`src/rtl/spi_master_if.sv`:
```
// Host-side request/response bundle for spi_master.
// master: local controller side; slave: the spi_master block.
interface spi_master_if;
  logic       start;
  logic       rw;
  logic       burst;
  logic [3:0] len;
  logic [7:0] addr;
  logic [7:0] wdata;
  logic       wdata_ack;
  logic [7:0] rdata;
  logic       rdata_vld;
  logic       busy;
  logic       done;

  modport master (
    output start, rw, burst, len, addr, wdata,
    input  wdata_ack, rdata, rdata_vld, busy, done
  );

  modport slave (
    input  start, rw, burst, len, addr, wdata,
    output wdata_ack, rdata, rdata_vld, busy, done
  );
endinterface

```
`src/rtl/spi_master.sv`:
```
// SPI mode-0 initiator: cmd + addr + 1..16 data bytes per csn window.
// Ports: clk, rstn, bus (host if), csn/sclk/mosi out, miso in.
module spi_master #(
  parameter int CLK_DIV  = 2,
  parameter int CSN_IDLE = 2
) (
  input  logic        clk,
  input  logic        rstn,
  spi_master_if.slave bus,
  output logic        csn,
  output logic        sclk,
  output logic        mosi,
  input  logic        miso
);

  localparam int CW = 16;
  localparam logic [CW-1:0] DIV_LAST =
    CW'(CLK_DIV - 1);
  localparam logic [CW-1:0] GAP_LAST =
    CW'((CSN_IDLE > 1) ? CSN_IDLE - 1 : 0);

  typedef enum logic [2:0] {
    IDLE, SETUP, SCK_H, SCK_L, HOLD, GAP
  } state_e;

  state_e        state_q, state_d;
  logic [CW-1:0] cnt_q, cnt_d;
  logic [7:0]    bit_q, bit_d;
  logic [7:0]    nbits_q, nbits_d;
  logic [7:0]    addr_q, addr_d;
  logic [7:0]    tx_q, tx_d;
  logic [7:0]    rx_q, rx_d;
  logic [7:0]    rdata_q, rdata_d;
  logic          rw_q, rw_d;
  logic          csn_q, csn_d;
  logic          sclk_q, sclk_d;
  logic          mosi_q, mosi_d;
  logic          busy_q, busy_d;
  logic          done_q, done_d;
  logic          wack_q, wack_d;
  logic          rvld_q, rvld_d;

  logic          tick;
  logic          rise;
  logic          fall;
  logic [7:0]    bit_nx;
  logic [7:0]    cmd;
  logic [7:0]    byte_nx;
  logic [3:0]    len_eff;

  assign tick   = (cnt_q == DIV_LAST);
  assign bit_nx = bit_q + 8'd1;

  always_comb begin
    unique case ({bus.rw, bus.burst})
      2'b00:   cmd = 8'hC1;
      2'b01:   cmd = 8'hC5;
      2'b10:   cmd = 8'hC2;
      default: cmd = 8'hCA;
    endcase
  end

  assign len_eff = bus.burst ? bus.len : 4'd0;

  // Byte entering mosi at a byte boundary:
  // addr after the cmd byte, then wdata (write)
  // or zeros (read).
  always_comb begin
    byte_nx = 8'h00;
    if (bit_q == 8'd8) begin
      byte_nx = addr_q;
    end else if (rw_q) begin
      byte_nx = bus.wdata;
    end
  end

  always_comb begin
    state_d = state_q;
    cnt_d   = cnt_q + CW'(1);
    bit_d   = bit_q;
    nbits_d = nbits_q;
    addr_d  = addr_q;
    tx_d    = tx_q;
    rx_d    = rx_q;
    rdata_d = rdata_q;
    rw_d    = rw_q;
    csn_d   = csn_q;
    sclk_d  = sclk_q;
    mosi_d  = mosi_q;
    busy_d  = busy_q;
    done_d  = 1'b0;
    wack_d  = 1'b0;
    rvld_d  = 1'b0;
    rise    = 1'b0;
    fall    = 1'b0;

    unique case (state_q)
      IDLE: begin
        cnt_d = '0;
        if (bus.start) begin
          state_d = SETUP;
          busy_d  = 1'b1;
          csn_d   = 1'b0;
          rw_d    = bus.rw;
          addr_d  = bus.addr;
          nbits_d = 8'd24 + {1'b0, len_eff, 3'b000};
          bit_d   = 8'd0;
          mosi_d  = cmd[7];
          tx_d    = {cmd[6:0], 1'b0};
        end
      end
      SETUP: begin
        if (tick) begin
          state_d = SCK_H;
          cnt_d   = '0;
          sclk_d  = 1'b1;
          rise    = 1'b1;
        end
      end
      SCK_H: begin
        if (tick) begin
          cnt_d  = '0;
          sclk_d = 1'b0;
          if (bit_q == nbits_q) begin
            state_d = HOLD;
            mosi_d  = 1'b0;
          end else begin
            state_d = SCK_L;
            fall    = 1'b1;
          end
        end
      end
      SCK_L: begin
        if (tick) begin
          state_d = SCK_H;
          cnt_d   = '0;
          sclk_d  = 1'b1;
          rise    = 1'b1;
        end
      end
      HOLD: begin
        if (tick) begin
          state_d = GAP;
          cnt_d   = '0;
          csn_d   = 1'b1;
        end
      end
      GAP: begin
        if (cnt_q == GAP_LAST) begin
          state_d = IDLE;
          cnt_d   = '0;
          busy_d  = 1'b0;
          done_d  = 1'b1;
        end
      end
      default: begin
        state_d = IDLE;
      end
    endcase

    // miso sampled as sclk rises; a read byte
    // completes on every 8th data-bit sample.
    if (rise) begin
      bit_d = bit_nx;
      rx_d  = {rx_q[6:0], miso};
      if (!rw_q && bit_nx > 8'd16 &&
          bit_nx[2:0] == 3'd0) begin
        rdata_d = {rx_q[6:0], miso};
        rvld_d  = 1'b1;
      end
    end

    // Next mosi bit driven as sclk falls.
    if (fall) begin
      if (bit_q[2:0] == 3'd0) begin
        mosi_d = byte_nx[7];
        tx_d   = {byte_nx[6:0], 1'b0};
        wack_d = rw_q && (bit_q >= 8'd16);
      end else begin
        mosi_d = tx_q[7];
        tx_d   = {tx_q[6:0], 1'b0};
      end
    end
  end

  always_ff @(posedge clk or negedge rstn) begin
    if (!rstn) begin
      state_q <= IDLE;
      cnt_q   <= '0;
      bit_q   <= '0;
      nbits_q <= '0;
      addr_q  <= '0;
      tx_q    <= '0;
      rx_q    <= '0;
      rdata_q <= '0;
      rw_q    <= 1'b0;
      csn_q   <= 1'b1;
      sclk_q  <= 1'b0;
      mosi_q  <= 1'b0;
      busy_q  <= 1'b0;
      done_q  <= 1'b0;
      wack_q  <= 1'b0;
      rvld_q  <= 1'b0;
    end else begin
      state_q <= state_d;
      cnt_q   <= cnt_d;
      bit_q   <= bit_d;
      nbits_q <= nbits_d;
      addr_q  <= addr_d;
      tx_q    <= tx_d;
      rx_q    <= rx_d;
      rdata_q <= rdata_d;
      rw_q    <= rw_d;
      csn_q   <= csn_d;
      sclk_q  <= sclk_d;
      mosi_q  <= mosi_d;
      busy_q  <= busy_d;
      done_q  <= done_d;
      wack_q  <= wack_d;
      rvld_q  <= rvld_d;
    end
  end

  assign csn           = csn_q;
  assign sclk          = sclk_q;
  assign mosi          = mosi_q;
  assign bus.busy      = busy_q;
  assign bus.done      = done_q;
  assign bus.wdata_ack = wack_q;
  assign bus.rdata     = rdata_q;
  assign bus.rdata_vld = rvld_q;

endmodule

```
`src/flat_wrapper.sv`:
```
// flat-port wrapper written by rule: the top's interface ports become plain ports
module spi_master_flat 
#(
  parameter int CLK_DIV  = 2,
  parameter int CSN_IDLE = 2
)
  (clk, rstn, csn, sclk, mosi, miso, bus_start, bus_rw, bus_burst, bus_len, bus_addr, bus_wdata, bus_wdata_ack, bus_rdata, bus_rdata_vld, bus_busy, bus_done);
  spi_master_if bus_i ();
  input  logic clk;
  input  logic rstn;
  output logic csn;
  output logic sclk;
  output logic mosi;
  input  logic miso;
  input wire logic [$bits(bus_i.start)-1:0] bus_start;
  input wire logic [$bits(bus_i.rw)-1:0] bus_rw;
  input wire logic [$bits(bus_i.burst)-1:0] bus_burst;
  input wire logic [$bits(bus_i.len)-1:0] bus_len;
  input wire logic [$bits(bus_i.addr)-1:0] bus_addr;
  input wire logic [$bits(bus_i.wdata)-1:0] bus_wdata;
  output wire logic [$bits(bus_i.wdata_ack)-1:0] bus_wdata_ack;
  output wire logic [$bits(bus_i.rdata)-1:0] bus_rdata;
  output wire logic [$bits(bus_i.rdata_vld)-1:0] bus_rdata_vld;
  output wire logic [$bits(bus_i.busy)-1:0] bus_busy;
  output wire logic [$bits(bus_i.done)-1:0] bus_done;
  assign bus_i.start = bus_start;
  assign bus_i.rw = bus_rw;
  assign bus_i.burst = bus_burst;
  assign bus_i.len = bus_len;
  assign bus_i.addr = bus_addr;
  assign bus_i.wdata = bus_wdata;
  assign bus_wdata_ack = bus_i.wdata_ack;
  assign bus_rdata = bus_i.rdata;
  assign bus_rdata_vld = bus_i.rdata_vld;
  assign bus_busy = bus_i.busy;
  assign bus_done = bus_i.done;
  spi_master #(.CLK_DIV(CLK_DIV), .CSN_IDLE(CSN_IDLE)) u_core (.clk(clk), .rstn(rstn), .bus(bus_i), .csn(csn), .sclk(sclk), .mosi(mosi), .miso(miso));
endmodule
```
`config.mk`:
```
export PLATFORM = sky130hd
export DESIGN_NAME = spi_master_flat
export DESIGN_NICKNAME = d
export VERILOG_FILES = /design/src/rtl/spi_master_if.sv /design/src/rtl/spi_master.sv /design/src/flat_wrapper.sv
export SDC_FILE = /design/constraint.sdc
export NUM_CORES = 1
export LEC_CHECK = 0
export ABC_AREA = 1
export CAP_MARGIN = 20
export CORE_MARGIN = 2
export CORE_UTILIZATION = 50
export CTS_BUF_LIST = sky130_fd_sc_hd__clkbuf_8
export DETAILED_ROUTE_END_ITERATION = 8
export PLACE_DENSITY = 0.72
export RECOVER_POWER = 25
export SLEW_MARGIN = 20
export SYNTH_ARGS = -nofsm -noshare
export SYNTH_HDL_FRONTEND = slang
export SYNTH_SLANG_ARGS = --single-unit
```
`constraint.sdc`:
```
create_clock -name clk -period 1.9 [get_ports clk]
set_clock_uncertainty 0.1 [all_clocks]
set_input_delay 0.38 -clock clk [delete_from_list [all_inputs] [get_ports clk]]
set_output_delay 0.38 -clock clk [all_outputs]
set_load 0.005 [all_outputs]
```
# Word level (Yosys, flattened, before mapping)

Index checks and enable logic that the tools add are counted.

Bits in registers: 74
Bits in latches: 0
Memory bits (writable): 0
Memory bits (read-only): 0
Word-level logic and storage cells: 109
Memories kept: 0

Add/subtract/negate cells: 3
Multipliers: 0
Divide/modulo/power cells: 0
Order comparisons: 2
Equal/unequal tests: 18
Shift-type cells: 0
Multiplexer cells: 43
Bitwise logic cells: 0
Reductions and logical operators: 27

Operator list:

| operator                | number |
|---|---|
| $mux W8                 | 9 |
| $pmux W16 S2            | 1 |
| $mux W1                 | 19 |
| $mux W3                 | 6 |
| $add A16 B1 Y16 const B | 1 |
| $eq A16 B1 Y1 const B   | 1 |
| $mux W16                | 1 |
| $pmux W3 S5             | 1 |
| $reduce_bool A2 Y1      | 7 |
| $pmux W4 S3             | 1 |
| $logic_not A3 Y1        | 3 |
| $reduce_and A3 Y1       | 3 |
| $add A5 B7 Y8 const A   | 1 |
| $add A8 B1 Y8 const B   | 1 |
| $eq A8 B4 Y1 const B    | 1 |
| $eq A8 B8 Y1            | 1 |
| $ge A8 B5 Y1 const B    | 1 |
| $gt A8 B5 Y1 const B    | 1 |
| $ne A2 B1 Y1 const B    | 4 |
| $pmux W1 S2             | 4 |
| $reduce_and A2 Y1       | 4 |
| $eq A3 B2 Y1 const B    | 2 |
| $eq A3 B3 Y1 const B    | 2 |
| $ne A3 B1 Y1 const B    | 2 |
| other kinds (14)        | 16 |

# Logic depth before layout (Yosys ltp)

Depth in word-level cells: 6
Gate-level depth with buffers: 13
Depth with buffers taken out: 13

# Least setup slack after synthesis

No wires, ideal clock.

Kind: flip-flop to flip-flop
From: register u_core.bit_q[0]
To: register u_core.tx_q[1]
Setup time: 0.127 ns
Arrival time: 1.474 ns
Required time: 1.673 ns
Path slack: 0.199 ns
Stages on the path, launching flop included: 12
Buffers on the path: 0
Cell sequence: dfrtp_1 -> inv_1 -> ha_1 -> inv_1 -> nor2_2 -> nand2_1 -> nor2_1 -> nand3_1 -> nand3_4 -> inv_2 -> nand2_1 -> nand3b_1

Word-level cells in the longest chain between the ends: 6
Elaborated cells between the ends (all ways): 12
Those cells by class: eq/ne (2); mux (6); reduce/logical (4)

RTL lines:

| item                                | line              | source |
|---|---|---|
| start, declared                     | spi_master.sv:28  | `logic [7:0] bit_q, bit_d;` |
| start signal, assigned              | spi_master.sv:207 | `bit_q <= bit_d;` |
| $eq A8 B8 Y1                        | spi_master.sv:124 | `if (bit_q == nbits_q) begin` |
| $mux W1                             | spi_master.sv:124 |  |
| $mux W1                             | spi_master.sv:121 | `if (tick) begin` |
| $mux W1                             | spi_master.sv:97  | `unique case (state_q)` |
| $reduce_bool A2 Y1 (no source line) | --                |  |
| $reduce_and A2 Y1 (no source line)  | --                |  |
| end signal, assigned                | spi_master.sv:210 | `tx_q <= tx_d;` |
| end, declared                       | spi_master.sv:31  | `logic [7:0] tx_q, tx_d;` |

Several ways; a longest one is shown, not always the timed one.
A chain may end at the register's enable or synchronous reset.

# Worst setup path in the final report

From: register u_core.cnt_q[1]
To: register u_core.rdata_q[4] (netlist: u_core.bus.rdata[4])

Word-level cells in the longest chain between the ends: 4

RTL lines:

| item                               | line                                 | source |
|---|---|---|
| start, declared                    | spi_master.sv:27                     | `logic [CW-1:0] cnt_q, cnt_d;` |
| start signal, assigned             | spi_master.sv:206                    | `cnt_q <= cnt_d;` |
| $eq A16 B1 Y1                      | spi_master.sv:51                     | `assign tick = (cnt_q == DIV_LAST);` |
| $mux W1                            | spi_master.sv:113, spi_master.sv:134 |  |
| $mux W1                            | --                                   |  |
| $reduce_and A2 Y1 (no source line) | --                                   |  |
| end signal, assigned               | spi_master.sv:212                    | `rdata_q <= rdata_d;` |
| end, declared                      | spi_master.sv:33                     | `logic [7:0] rdata_q, rdata_d;` |

No other way between the ends.

==> impl_summary.log <==
INFO  metric outcome = complete, no violations
INFO  metric num-nets-final = 603
INFO  metric synth-edff-count = 0
INFO  metric floorplan.die.width = 90.0 µm
INFO  metric timing.final.crit_period = 1.78 ns
INFO  metric yosysSeqAreaShare = 0.474
INFO  metric diodes = 0
INFO  metric clk_path_buf_depth = 2
INFO  metric detailedRoute.firstIterationViolations = 191
INFO  metric power.combinational.fraction = 0.399
INFO  metric ys_dominant_reg_cell = dfrtp_1
INFO  metric via_count = 3417
INFO  metric synth.cell_area = 3700 µm²
INFO  metric grt_start_max_net_pins = 30
INFO  metric grt_pass1_wl = 14500 µm
INFO  metric synth_area_leader_cell = dfrtp_1
INFO  metric drv_cap = 0
INFO  metric internal_power = 3.42 mW
INFO  metric synth_warnings = 0
INFO  metric postSynthNetCount = 531
INFO  metric clkSlewWorstSetupHoldPaths = 0.08 ns
INFO  metric grt.total_usage = 0.222
INFO  metric detail_route.drc_violations = 0
INFO  metric power.switching = 2.40 mW
INFO  metric critical_path.n_buffers_inverters = 3
INFO  metric initial_core_util = 0.512
INFO  metric rows = 31
INFO  metric synth_cell_types = 35
INFO  metric most_frequent_cell_after_synthesis = nand2_1
INFO  metric worstPathArrival = 1.98 ns
INFO  metric cts_tree = done
INFO  metric power_density = 1240 nW/µm²
INFO  metric timing_worst_setup_path_type = reg2reg
INFO  metric detailed_place.area = 4330 µm²
INFO  metric timing.final.max_slew_violations = 0
INFO  metric fillerInstances = 651
INFO  metric leakage = 2.30 nW
INFO  metric timing.critical_path.max_delay_family = simple AND/OR/NAND/NOR gates
INFO  metric clk_latency = 0.36 ns
INFO  metric slowest_delay = 0.40 ns
INFO  metric grtUsageMet3 = 0.0604
INFO  metric share_seq_of_total_power = 0.381
INFO  metric synth_async_sr_flop_share = 1.00
INFO  metric drive_gt1_frac = 0.135
INFO  metric worstPathCellList = inv_2 -> ha_4 -> inv_2 -> nor2_1 -> nand2_1 -> nor2_2 -> nand4_2 -> nor2_4 -> buf_4 -> nand3_1 -> nand2_1
INFO  metric synth_top_cells_by_area = dfrtp_1 (47%), nand2_1 (18%), nand3_1 (6.5%)
INFO  metric vdd_ir_drop_max = 0.000653 V
INFO  metric tritoncts.num_buffers = 9
INFO  metric portBuffers = 40
INFO  metric rsz0062_at_grt = yes
INFO  metric worst_path_required_time = 2.10 ns
INFO  metric seq_cells_post_synth = 70
INFO  metric drt-vias-per-instance = 5.06
INFO  metric post_synth_most_frequent_cells = nand2_1 (176), dfrtp_1 (69), nor2_1 (58)
INFO  metric num_io_pins = 41
INFO  metric top_usage_layer = met2
INFO  metric antenna_left = 0
INFO  metric min-delay-path-class = reg2reg
INFO  metric grt_pass1_vias = 3225
INFO  metric p_sw_frac = 0.412
INFO  metric firstDrtPassIters = 4
INFO  metric ratio_of_final_minimum_period_to_clock_period = 0.939
INFO  metric maxSlewHeadroom = 0.554
INFO  metric postSynthAreaPerCell = 7.41 µm²
INFO  metric final-setup-viol-count = 0
INFO  metric die_h = 90.0 µm
INFO  metric floorplan.core_area = 7210 µm²
INFO  metric synth_largest_type_area_fraction = 0.467
INFO  metric critPathSlowestCell = dfrtp_1
INFO  metric timing.critical_path.from_type = flop
INFO  metric clkSinkCount = 70
INFO  metric cts-htree-levels = 3
INFO  metric hold_viol_final = 0
INFO  metric power = 5.82 mW
INFO  metric wire_per_inst = 12.7 µm
INFO  metric groute.layer.met2.usage = 0.371
INFO  metric layout.cell_area.non_filler = 4680 µm²
INFO  metric pwr-share-clk = 0.220
INFO  metric global_route_total_overflow = 0
INFO  metric max_clock_freq = 561 MHz
INFO  metric synthesis.instances = 499
INFO  metric detailedPlacementHpwl = 6150 µm
INFO  metric clk_root_buffer_cell = clkbuf_8
INFO  metric met1_use_gr = 0.281
INFO  metric syn_to_final_growth = 26.6%
INFO  metric crit_path_end_kind = flop
INFO  metric finalWeightedCongestion = 0.879
INFO  metric crit_path_max_fanout = 8
INFO  metric worst-slew-pin-transition = 0.669 ns
INFO  metric routed_wirelength = 8580 µm
INFO  metric grt_antenna_before_repair = 0
INFO  metric dieArea = 8100 µm²
final cells by class:
cell class                      count  area (µm²)  share of cell area
Multi-Input combinational cell    373        1790               0.383
Sequential cell                    70        1760               0.376
Timing Repair Buffer               66         603               0.129
Inverter                           51         196              0.0420
Clock buffer                        9         124              0.0265
Tap cell                           99         124              0.0265
Clock inverter                      7        80.1              0.0171
power groups by stage:
stage | Combinational [mW] | Clock (mW) | Sequential (mW)
6_report | 2.32 | 1.28 | 2.22
5_1_grt | 2.66 | 1.38 | 2.28
4_1_cts | 2.21 | 1.30 | 2.20
3_5_place_dp | 2.20 | 0 | 2.23
3_3_place_gp | 2.16 | 0 | 2.22
2_1_floorplan | 1.47 | 0 | 2.17
metal layers:
metal / up-vias / wire length, µm
met3: 12 / 360
met5: - / 0
met1: 1585 / 3880
li1: 1747 / -
met2: 73 / 4200
met4: 0 / 135
tightest hold or removal path: cells and delay by family, from the launching register on:
| kind | cells | cell delay [ns] |
|---|---|---|
| flip-flops | 1 | 0.34 |
| AND/OR/NAND/NOR | 2 | 0.10 |
worst paths after layout:
check / cells after the start / from / slack, ns / to
worst max register to register: 11 / u_core.cnt_q[1] / 0.12 / u_core.bus.rdata[4]
worst max-delay path: 11 / u_core.cnt_q[1] / 0.12 / u_core.bus.rdata[4]
max in group asynchronous: 3 / rstn / 0.26 / u_core.cnt_q[0]
worst min-delay path: 2 / u_core.bus.rdata[4] / 0.37 / u_core.bus.rdata[4]
min in group asynchronous: 2 / rstn / 0.51 / u_core.tx_q[6]
worst min register to register: 2 / u_core.bus.rdata[4] / 0.37 / u_core.bus.rdata[4]
stage by stage:
step	TNS, ns	worst slack, ns	hold slack [ns]	instances	utilization
2_1_floorplan	0	0.199	-0.0156	499	-
3_3_place_gp	0	0.0484	0.191	647	0.600
3_5_place_dp	0	0.0271	0.191	647	0.600
4_1_cts	0	0.00586	0.374	664	0.630
5_1_grt	-0.160	-0.0441	0.398	675	0.649
6_report	0	0.117	0.372	675	0.649
registers in the layout (all words and copies together), names as in the netlist, 3 cells and up:
name	cells
u_core.cnt_q	16
u_core.bus.rdata	8
u_core.nbits_q	5
u_core.tx_q	7
u_core.rx_q	7
u_core.state_q	3
u_core.addr_q	8
u_core.bit_q	8
layout by cell type, fill, tap and decap left out, types with 2 or more instances in the layout:
master and n:
inv_2 6, inv_4 2, nor2_1 53, buf_4 20, nand3_1 47, xor2_1 2, ha_1 4, nor2_2 8
o22ai_1 3, nand2_4 3, nor3b_1 3, a21oi_1 7, nor2_4 3, nor3_1 8, o21ai_0 23, inv_6 4
clkbuf_1 3, dfrtp_1 65, nand2_2 5, clkdlybuf4s50_1 38, nand4_1 8, o21ai_1 4, clkinvlp_4 2, dfrtp_2 4
nand3_2 2, clkbuf_8 9, nand3b_1 4, nand2_1 172, inv_1 43
repair_timing:
item	in CTS	in global routing
hold buffers	1	0
buffers inserted	0	9
resized for setup	0	29
endpoints found under the hold margin	9	0
endpoints found under the setup margin	0	40
logic make-up after synthesis:
logic type               after synthesis  share of synthesized area
adder cells (fa/ha/maj)                6                     0.0203
AO/OA/AOI/OAI                         42                     0.0616
AND/OR/NAND/NOR                      320                      0.376
XOR/XNOR                               3                    0.00711
flip-flops                            70                      0.474
buffers and inverters                 58                     0.0609
Power figures use the tool's default switching activity.
==> variant 1: new RTL, same flow settings <==
`rdata_q` no longer has a reset.
--- a/src/rtl/spi_master.sv
+++ b/src/rtl/spi_master.sv
@@ -192,7 +192,6 @@
       addr_q  <= '0;
       tx_q    <= '0;
       rx_q    <= '0;
-      rdata_q <= '0;
       rw_q    <= 1'b0;
       csn_q   <= 1'b1;
       sclk_q  <= 1'b0;
@@ -209,7 +208,6 @@
       addr_q  <= addr_d;
       tx_q    <= tx_d;
       rx_q    <= rx_d;
-      rdata_q <= rdata_d;
       rw_q    <= rw_d;
       csn_q   <= csn_d;
       sclk_q  <= sclk_d;
@@ -221,6 +219,10 @@
     end
   end
 
+  always_ff @(posedge clk) begin
+    rdata_q <= rdata_d;
+  end
+
   assign csn           = csn_q;
   assign sclk          = sclk_q;
   assign mosi          = mosi_q;
Behaviour: same outputs for any inputs over 10 cycles, from zero or initial values and one cycle with rstn low; that may be too few to reach the edited logic, so the function may still have changed.
==> variant 1 against the original RTL <==
  * Utilization down 0.26 points
  * Cell area up 0.13%
  * Area after synthesis rose by 0.88%
  * Total power grew 1.9%
  * Sequential cell count unchanged
  * Worst setup slack worse by 0.080 ns
  * Sequential power is 2% higher
  * First-iteration DRC count rose by 6.8%
  * Maximum frequency fell by 4.3%
  * Hold slack lost 0.0021 ns
  * Wire length fell by 3.0%
  * Largest cell class is now sequential cells
  * Highest routed layer unchanged
==> variant 1: results (changes against the original RTL) <==
* Status: finished, final reports clean
* Slew @ Worst Pin at 0.666 ns (-0.00272 ns)
* Max rail drop VDD at 0.000497 V (-24%)
* 1st-iter DRT viols at 204 (+6.8%)
* CP max stage cell: dfstp_2
* Met2 usage at 0.331 (-0.0398)
* Post-route met1 wirelength at 3820 µm (-1.5%)
* Worst r2r path cells at 11 (unchanged)
* Ant. Diodes at 0 (unchanged)
* Synthesized net count at 490 (-7.7%)
* M3 GR Usage at 0.0367 (-0.0236)
* Synth area leaders: dfrtp_1 41%, nand2_1 15%, edfxtp_1 6.4%
* Crit path launch: u_core.csn
* Placement Setup Slack at 0.0446 ns (+0.0175 ns)
* Filler cells at 639 (-1.8%)
* Post-Layout Cell Count at 629 (-6.8%)
* First-pass GRT wire length at 13500 µm (-6.8%)
* CP Max Fanout at 2 (-6)
* Hold Path Sink: u_core.bus.rdata[3]
* Non-clk buf share at 0.125 (-0.00418)
* Uppermost layer routed: met4
* FF-to-FF setup slack at 0.06 ns (-0.06 ns)
* Hpwl dp at 5930 µm (-3.5%)
* Worst path arrival time at 1.38 ns (-0.60 ns)
* Clock share of power at 0.208 (-0.012)
* Worst min-delay path startpoint: u_core.rx_q[2]
* Number of synthesized flops with an enable pin at 8 (+8)
* Met2 wire length at 4020 µm (-4.2%)
* Layout cells sized above 1 at 0.189 (+0.0533)
* Signal buffers at 62 (-6.1%)
* Worst Setup EP: csn
* Synthesized area per cell at 8.14 µm² (+9.9%)
* Post-layout nets at 557 (-7.6%)
* Vias in the first global route at 2968 (-8.0%)
* Multi-input combinational area share at 0.383 (-0.000778)
* Slowest stage delay, CP at 0.55 ns (+0.15 ns)
* Clock tree cell share of total cell area at 0.0438 (+0.000209)
* Minimum clock period at 1.86 ns (+0.0797 ns)
* Hold Crit Depth at 0 (-2)
* GP Congestion at 0.919 (+4.5%)
* Seq power at 2.27 mW (+2%)
* Register area share after synthesis at 0.481 (+0.00660)
* Total length of routed met3 wires at 397 µm (+10%)
* Post-synthesis async set-or-reset flop share at 0.886 (-0.114)
* Vias per cell at 5.05 (-0.16%)
* Met1 global-route usage at 0.281 (about the same)
* DP Cell Count at 606 (-6.3%)
* Ys flop type: dfrtp_1
* Sw Share at 0.413 (+0.000714)
* WL/cell at 13.2 µm (+4.1%)
* Sequential cell area share at 0.383 (+0.00724)
* Leakage at 2.13 nW (-7.4%)
* I/O Buffers at 40 (unchanged)
* Clk_lat worst skew at 0.34 ns (-0.02 ns)
* Unique masters post-synth at 37 (+5.7%)
* Setup crit start kind: flop
variant 1: cell count changes in the layout (fill, tap and decap cells not counted), sizes merged, moves of 4 or more:
cell	delta
nand2	-24
xor2	+10
inv	-7
o31ai	+5
clkbuf	-4
dfrtp	-8
nand4	-4
edfxtp	+8
nand3	-13
variant 1: logic make-up (layout without fill, tap and decap cells):
group,after synthesis,count (layout),synth area share
xor gates and xnor gates,12,12,0.0282
AOI/OAI and AO/OA,40,40,0.0651
DFF,70,70,0.481
adders and majority gates,6,6,0.0201
buffers and inverters,52,124,0.0641
and+or+nand+nor,278,278,0.342
variant 1: stage by stage:
step	hold WS, ns	power [mW]	area (µm²)	TNS [ns]
final	0.370	5.94	4690	0
after global routing	0.388	6.40	4690	-0.535
after CTS	0.378	5.75	4550	0
after detailed placement	0.251	4.49	4340	0
after global placement	0.242	4.42	4340	0
after floorplan	-0.0156	3.82	3730	0
==> variant 2: new RTL, config.mk and constraints unchanged <==
Made on the original files. The localparam `CW` goes from 16 to 8.
--- a/src/rtl/spi_master.sv
+++ b/src/rtl/spi_master.sv
@@ -13,7 +13,7 @@
   input  logic        miso
 );
 
-  localparam int CW = 16;
+  localparam int CW = 8;
   localparam logic [CW-1:0] DIV_LAST =
     CW'(CLK_DIV - 1);
   localparam logic [CW-1:0] GAP_LAST =
Check against the original RTL: same outputs for any inputs over 10 cycles, from zero or initial values and one cycle with rstn low; that may be too few to reach the edited logic, so the function may still have changed.
==> variant 2 against the original RTL <==
  * Cell area shrank 14%
  * Total power shrank 3.3%
  * Die area decreased by 11%
  * Area after synthesis down 11%
  * Wire length decreased by 20%
  * Highest routed layer unchanged
  * Worst setup slack worse by 0.054 ns
  * Cell count fell by 19%
  * Sequential cell count shrank 8
==> variant 2: results (changes against the original RTL) <==
* Status: finished, final reports clean
* CP top delay family: flip-flops
* Synthesized instance count at 413 (-17%)
* Multi-input combinational area share at 0.370 (-0.0132)
* GP Congestion at 0.858 (-2.5%)
* Combinational power at 2.44 mW (+5%)
* Placement Setup Slack at 0.0630 ns (+0.0359 ns)
* Sw Share at 0.427 (+0.0156)
* First-pass GRT wire length at 12100 µm (-17%)
* Total length of routed met3 wires at 308 µm (-14%)
* Area of the multi-input gates at 1490 µm² (-17%)
* Synthesized net count at 445 (-16%)
* Met2 usage at 0.317 (-0.0531)
* CTS Sinks at 62 (-11%)
* Met2 wire length at 3220 µm (-23%)
* DR vias at 2772 (-19%)
* Combinational share of power at 0.433 (+0.034)
* Vias in the first global route at 2621 (-19%)
* Worst path arrival time at 1.36 ns (-0.62 ns)
* Non-clk buf share at 0.128 (-0.00131)
* Leakage at 2.06 nW (-10%)
* Clock tree cell share of total cell area at 0.0436 (about the same)
* Met1 global-route usage at 0.297 (+0.0154)
* Clock buf count at 10 (+1)
* Worst rel slew slack at 0.439 (-0.115)
* Multi-input comb cells at 291 (-22%)
* Layout cells sized above 1 at 0.144 (+0.00865)
* CP Max Fanout at 2 (-6)
* Clk_lat worst skew at 0.33 ns (-0.03 ns)
* Slowest stage delay, CP at 0.54 ns (+0.14 ns)
variant 2: worst paths after layout:
| check | from | end | slack [ns] | depth (start not counted) |
|---|---|---|---|---|
| setup reg to reg | u_core.cnt_q[1] | u_core.bus.rdata[1] | 0.13 | 10 |
| min in group asynchronous | rstn | u_core.bus.rdata[7] | 0.70 | 3 |
| hold reg to reg | u_core.bus.rdata[5] | u_core.bus.rdata[5] | 0.37 | 2 |
| setup / recovery | u_core.csn | csn | 0.06 | 1 |
| hold / removal | u_core.bus.rdata[5] | u_core.bus.rdata[5] | 0.37 | 2 |
| max in group asynchronous | rstn | u_core.bit_q[0] | 0.42 | 3 |
variant 2: cell families (layout without fill, tap and decap cells):
logic type	count (synthesis)	count (layout)	share of synthesized area
simple gates	250	250	0.364
xor+xnor	1	1	0.00267
flops	62	62	0.472
compound gates	34	34	0.0582
buf+inv	60	119	0.0803
fa+ha+maj	6	6	0.0228
